### config.mk
export PLATFORM = sky130hd
export DESIGN_NAME = noc_link_mux
export DESIGN_NICKNAME = d
export VERILOG_FILES = /design/src/rtl/noc_link_mux.sv
export SDC_FILE = /design/constraint.sdc
export NUM_CORES = 1
export LEC_CHECK = 0
export BUFFER_PORTS_ARGS = -buffer_cell sky130_fd_sc_hd__buf_4
export CORE_MARGIN = 2
export CORE_UTILIZATION = 45
export CTS_BUF_LIST = sky130_fd_sc_hd__clkbuf_4 sky130_fd_sc_hd__clkbuf_8 sky130_fd_sc_hd__clkbuf_16
export CTS_CLUSTER_SIZE = 20
export DETAILED_ROUTE_END_ITERATION = 6
export SLEW_MARGIN = 20
export SYNTH_ARGS = -nofsm -noshare
export SYNTH_HDL_FRONTEND = slang
export SYNTH_SLANG_ARGS = --single-unit
### constraint.sdc
create_clock -name noc_clk -period 6.1 [get_ports noc_clk]
set_clock_uncertainty 0.15 [all_clocks]
set_input_delay 0 -clock noc_clk [delete_from_list [all_inputs] [get_ports noc_clk]]
set_output_delay 0 -clock noc_clk [all_outputs]
set_load 0.01 [all_outputs]
### src/rtl/noc_link_mux.sv
// noc_link_mux: CH-channel wormhole round-robin NoC link mux with per-channel flit FIFOs.
// Define NOC_CONN_ERRCHK_EN to drop and flag flits that break header/tail framing.
module noc_link_mux #(
    parameter int CH        = 4,
    parameter int CH_W      = 2,
    parameter int DATA_W    = 64,
    parameter int DEPTH     = 4,
    parameter int VC_THRESH = 2
) (
    input  logic                 noc_clk,
    input  logic                 rst,
    input  logic [CH-1:0]        in_valid,
    output logic [CH-1:0]        in_ready,
    input  logic [CH*DATA_W-1:0] in_flit,
    input  logic [CH-1:0]        in_is_header,
    input  logic [CH-1:0]        in_is_tail,
    output logic [CH-1:0]        in_vc_ready,
    output logic                 out_valid,
    input  logic                 out_ready,
    output logic [DATA_W-1:0]    out_flit,
    output logic                 out_is_header,
    output logic                 out_is_tail,
    output logic [CH_W-1:0]      out_ch,
    output logic [CH-1:0]        err_flag
);
    localparam int AW = $clog2(DEPTH);
    localparam int CW = AW + 1;

    typedef enum logic {IDLE, LOCKED} state_t;

    if (CH < 2 || CH_W < $clog2(CH) || DEPTH < 2 || (DEPTH & (DEPTH - 1)) != 0 ||
        VC_THRESH < 1 || VC_THRESH > DEPTH) begin : g_param_err
        $error("noc_link_mux: illegal parameters");
    end

    logic [DATA_W+1:0] mem [CH][DEPTH];
    logic [CW-1:0]     rd_ptr [CH];
    logic [CW-1:0]     wr_ptr [CH];
    logic [CW-1:0]     cnt [CH];
    logic [CH-1:0]     push, wr_en, pop, non_empty;
    logic [DATA_W+1:0] head;
    logic [CH_W-1:0]   rr_ptr, grant, sel, cand;
    logic              found, tail_pop;
    state_t            state, state_nx;

    for (genvar c = 0; c < CH; c++) begin : g_ch
        assign in_ready[c]    = cnt[c] != CW'(DEPTH);
        assign in_vc_ready[c] = (CW'(DEPTH) - cnt[c]) >= CW'(VC_THRESH);
        assign non_empty[c]   = cnt[c] != '0;
        assign pop[c]         = out_valid & out_ready & (grant == CH_W'(c));
    end

    assign push = in_valid & in_ready;

`ifdef NOC_CONN_ERRCHK_EN
    logic [CH-1:0] in_pkt, legal, err_q;
    // A header is legal only outside a packet, any other flit only inside one.
    assign legal    = in_is_header ^ in_pkt;
    assign wr_en    = push & legal;
    assign err_flag = err_q;
    always_ff @(posedge noc_clk) begin
        if (rst) begin
            in_pkt <= '0;
            err_q  <= '0;
        end else begin
            in_pkt <= (in_pkt & ~wr_en) | (wr_en & ~in_is_tail);
            err_q  <= err_q | (push & ~legal);
        end
    end
`else
    assign wr_en    = push;
    assign err_flag = '0;
`endif

    always_ff @(posedge noc_clk) begin
        for (int c = 0; c < CH; c++)
            if (wr_en[c])
                mem[c][wr_ptr[c][AW-1:0]] <= {in_is_header[c], in_is_tail[c], in_flit[c*DATA_W +: DATA_W]};
    end

    always_ff @(posedge noc_clk) begin
        for (int c = 0; c < CH; c++) begin
            if (rst) begin
                rd_ptr[c] <= '0;
                wr_ptr[c] <= '0;
                cnt[c]    <= '0;
            end else begin
                if (wr_en[c]) wr_ptr[c] <= wr_ptr[c] + 1'b1;
                if (pop[c]) rd_ptr[c] <= rd_ptr[c] + 1'b1;
                cnt[c] <= cnt[c] + CW'(wr_en[c]) - CW'(pop[c]);
            end
        end
    end

    assign head          = mem[grant][rd_ptr[grant][AW-1:0]];
    assign out_valid     = (state == LOCKED) & non_empty[grant];
    assign out_flit      = head[DATA_W-1:0];
    assign out_is_header = head[DATA_W+1];
    assign out_is_tail   = head[DATA_W];
    assign out_ch        = grant;
    assign tail_pop      = out_valid & out_ready & out_is_tail;

    // Scan downward so the nearest non-empty channel above rr_ptr wins.
    always_comb begin
        sel   = rr_ptr;
        cand  = '0;
        found = 1'b0;
        for (int i = CH - 1; i >= 0; i--) begin
            cand = CH_W'((int'(rr_ptr) + i) % CH);
            if (non_empty[cand]) begin
                sel   = cand;
                found = 1'b1;
            end
        end
        state_nx = (state == IDLE) ? (found ? LOCKED : IDLE) : (tail_pop ? IDLE : LOCKED);
    end

    always_ff @(posedge noc_clk) begin
        if (rst) begin
            state  <= IDLE;
            rr_ptr <= '0;
            grant  <= '0;
        end else begin
            state <= state_nx;
            if (state == IDLE && found) grant <= sel;
            if (state == LOCKED && tail_pop) rr_ptr <= (grant == CH_W'(CH - 1)) ? '0 : grant + 1'b1;
        end
    end
endmodule

Word level (Yosys, flattened, before mapping)
Memory sizes are Yosys's and may differ from the RTL's. A register that Yosys moved wholly into a read port is not among the register bits.
Cells that the tools add are included.
- add/sub/neg operators: 24
- order comparisons: 18
- equality and inequality tests: 7
- mux-type cells: 80
- bitwise logic cells: 26
- reductions and logical operators: 11
- operators by type and width (cell ; count):
    $mux 264 ; 4
    $demux 66 s2 ; 4
    $mux 66 ; 6
    $bmux 66 s2 ; 1
    $mux 1 ; 39
    $mux 3 ; 12
    $add 3x1->3 const B ; 8
    $mux 2 ; 9
    $ge 3x3->1 const B ; 5
    $lt 2x3->1 const B ; 5
    $not 2->3 ; 5
    $add 3x1->3 ; 4
    $ge 3x2->1 const B ; 4
    $lt 3x1->1 const B ; 4
    $ne 3x3->1 const B ; 4
    $or 1x1->1 ; 12
    $reduce_bool 3->1 ; 4
    $sub 3x1->3 ; 4
    $sub 3x3->3 const A ; 4
    $bmux 1 s2 ; 5
    $and 1x1->1 ; 7
    $logic_and 1x1->1 ; 6
    $add 2x1->2 const B ; 2
    $add 2x2->2 const B ; 2
    other kinds (5) ; 6
- flip-flop bits (word level): 5
- bits in writable memories: 1092
- input bits: 271
- output and inout bits: 81
- logic and storage cells: 173
- memories kept: 4
- memory list (name ; words ; width ; read ports ; clocked after memory_dff ; wr ports ; RTL line ; source):
    mem ; 4 ; 264 ; 1 ; 1 ; 4 ; 36 ; logic [DATA_W+1:0] mem [CH][DEPTH];
    cnt ; 4 ; 3 ; 4 ; 0 ; 4 ; 39 ; logic [CW-1:0] cnt [CH];
    rd_ptr ; 4 ; 3 ; 5 ; 1 ; 4 ; 37 ; logic [CW-1:0] rd_ptr [CH];
    wr_ptr ; 4 ; 3 ; 4 ; 0 ; 4 ; 38 ; logic [CW-1:0] wr_ptr [CH];

Longest topological paths before layout
An unclocked memory read counts as a cell.
- depth after elaboration: 11
- depth in mapped cells: 15
- mapped depth without buffers: 14

Worst setup path after synthesis
No wires, ideal clock.
- path kind: flip-flop to flip-flop
- from: mem cnt[2][1] (netlist bit)
- to: mem cnt[0][2] (netlist bit)
- arrival time: 3067 ps
- slack: 2756 ps
- stages on the path, launching flop included: 16
- path buffers: 1
- cell sequence: dfxtp_1 inv_1 ha_1 ha_1 mux4_2 nor2b_1 and2_1 clkbuf_1 nand2_1 xnor2_1 ha_1 inv_1 fa_1 xnor2_1 xnor2_1 nor2_1
- RTL lines (item ; RTL line):
    from (decl) ; 39

==> flow_summary.json <==
{
  "numPortBuffers": 347,
  "clock_latency_ns": 0.70,
  "tightest_slew_ns": 1.162,
  "die-area_um2": 98910,
  "slew_headroom_pct": 22.57,
  "synth_seq_cells": 1091,
  "grt_pass1_wl_um": 188400,
  "grt_pass1_vias": 28860,
  "slowest_stage": "or2_4",
  "routedWlPerCell_um": 26.33,
  "totalWireLength_um": 130800,
  "fin_tns_setup_ns": 0,
  "clkTransAtPathRegs_ns": 0.06,
  "p_total_mw": 21.09,
  "cp.arrival_ns": 4.82,
  "ios": 352,
  "synth_cells": 2730,
  "multi_input_area_um2": 10100,
  "post-cts-setup-buffers": 0,
  "dp_hpwl_um": 74710,
  "hold_violations": 0,
  "rsz0062_at_grt": "false",
  "worst_setup_path_start_kind": "flop",
  "cts-resized-gates": 0,
  "initial_core_util_pct": 45.53,
  "yosysWarnings": 0,
  "worst_setup_path_end_kind": "output pin",
  "core_um2": 95290,
  "layout.nets": 3917,
  "htree_num_levels": 3,
  "hold_buffers": 531,
  "power.leakage_nw": 19.70,
  "num-fill-cells": 7338,
  "finalSetupViolCount": 0,
  "numCtsBuffers": 109,
  "r2r_setup_slack_ns": 2.32,
  "final_cells": 4966,
  "drt-pass1-iter-count": 7,
  "antenna_found_initial": 16,
  "fin_crit_sh_pct": 81.41,
  "cts_tree": "done",
  "clockBufferDepth": 3,
  "cp_cell_sequence": "buf_4, mux2i_1, or2_4, o22ai_1, nor4_1, buf_4",
  "required_ns": 5.95,
  "rows": 113,
  "cpPeakStageDelay_ns": 0.90,
  "syn_avg_cell_area_um2": 15.89,
  "fmax_mhz": 201.4,
  "drt-vias-per-instance": 5.612,
  "final_common_cell": "edfxtp_1",
  "ys.flop_type": "edfxtp_1",
  "p_per_area_nw_per_um2": 375.6,
  "maxCapViolations": 0,
  "drc": 0,
  "synth.distinct_cells": 46,
  "maxSlewViolCount": 0,
  "seqCellArea_um2": 32580,
  "status": "complete, no violations",
  "min_period_ns": 4.966,
  "cts.sinks": 1091,
  "area_delta_synth_final_pct": 29.43,
  "hp-class": "in2reg",
  "final_cell_mix": "1,072 x edfxtp_1, 532 x dlygate4sd3_1, 399 x nand2_1, 384 x buf_4, 271 x mux2i_1",
  "ys_async_sr_fraction_pct": 0,
  "fp.dieW_um": 314.5,
  "path_max_fanout": 52,
  "drtIter0Drc": 2765,
  "synth.cell_area_um2": 43380,
  "ir_drop_uv": 222.3,
  "path_class": "reg2out",
  "seq_area_frac_synth_pct": 75.08,
  "cts_root_buf": "clkbuf_16",
  "grt.total_usage_pct": 26.24,
  "dp_cells": 4224,
  "gp_congestion": 0.8060,
  "grt_overflow": 0,
  "die_height_um": 314.5,
  "num_vias": 27870,
  "grt_max_degree": 131,
  "drive_above_1_share_pct": 17.84,
  "crit_path_frequent_cell": "buf_4",
  "synth_edf_count": 1072,
  "ant_nets": 0
}
[flip-flops by register name, summed over array words and instances (netlist names), named ones only]
name and count:
state 1, out_ch 2, cnt 12, wr_ptr 8, rr_ptr 2, mem 1056
rd_ptr 8
[layout make-up]
cell class                      instances  area share (%)
Antenna cell                            8         0.03565
Inverter                               31          0.2072
Clock inverter                         67          0.9425
Timing Repair Buffer                  920           14.76
Sequential cell                      1091           58.01
Clock buffer                          135           5.236
Tap cell                             1265           2.819
Multi-Input combinational cell       1449           17.98
[per-layer routing]
layer / track usage (%) / wire length, um / vias to the layer above
li1: - / - / 12190
met1: 35.29 / 53490 / 14170
met2: 42.93 / 63160 / 1270
met3: 5.797 / 10820 / 229
met4: 7.771 / 3221 / 14
met5: 0 / 89 / -
[Yosys cell counts (all sizes together), types with 7 or more instances]
library cell  instances  area [um2]
nand3                69       345.3
a211oi               56       420.4
mux4                  8       180.2
inv                  31       116.4
nor2b                68       425.4
a32o                 55       550.5
nor2                 60       225.2
a21oi                70       350.3
nor4                 56       350.3
mux2i               273        2733
dfxtp                19       380.4
a32oi                 9       78.83
xnor2                12       105.1
mux2                 58       656.9
ha                   40       500.5
nand3b               65       488.0
clkbuf               87       326.6
o21ai                 7       35.03
nand2               400        1501
o22ai                64       400.4
a2111oi               9       78.83
and2                 17       106.4
buf                  75       409.1
edfxtp             1072       32190
[cells by family after synthesis]
family                   count (synthesis)  share of synthesized area, %
AO/OA/AOI/OAI                          276                         4.534
buffers and inverters                  193                         1.964
AND/OR/NAND/NOR                        770                         8.525
XOR/XNOR                                16                        0.3230
adder cells (fa/ha/maj)                 44                         1.338
other                                    1                      0.008644
multiplexers                           339                         8.228
flip-flops                            1091                         75.08
[critical path, delay by kind of cell (launching register included)]
family          cells  cell delay, ns
compound gates      1            0.15
simple gates        2            1.78
buf+inv             2            0.92
mux                 1            0.41
flops               1            0.75
[per-stage QoR]
stage | hold slack, ns | util [%] | worst slack [ns] | area, um2
after floorplan | -0.05113 | - | 2.756 | 43390
after global placement | 0.04948 | 49.62 | 1.887 | 47280
after global routing | 0.02462 | 58.92 | 0.9137 | 56150
after CTS | 0.0009192 | 58.89 | 1.107 | 56120
final | 0.02406 | 58.93 | 1.134 | 56150
after detailed placement | 0.05193 | 49.67 | 1.864 | 47330
[worst paths after layout]
| path | startpoint | end | cells after the start |
|---|---|---|---|
| worst max-delay path | flop | out_flit[2] | 6 |
| worst min-delay path | in_flit[194] | mem[3][2] | 2 |
| worst max register to register | cnt[3][1] | mem[3][128] | 6 |
| worst min register to register | state | state | 2 |
[power breakdown]
part | internal, mW | switching [mW] | leakage, nW
logic | 1.97 | 3.24 | 7.96
clock network | 3.71 | 2.83 | 1.73
registers | 9.10 | 0.235 | 10.0
(Power assumes the default switching activity.)
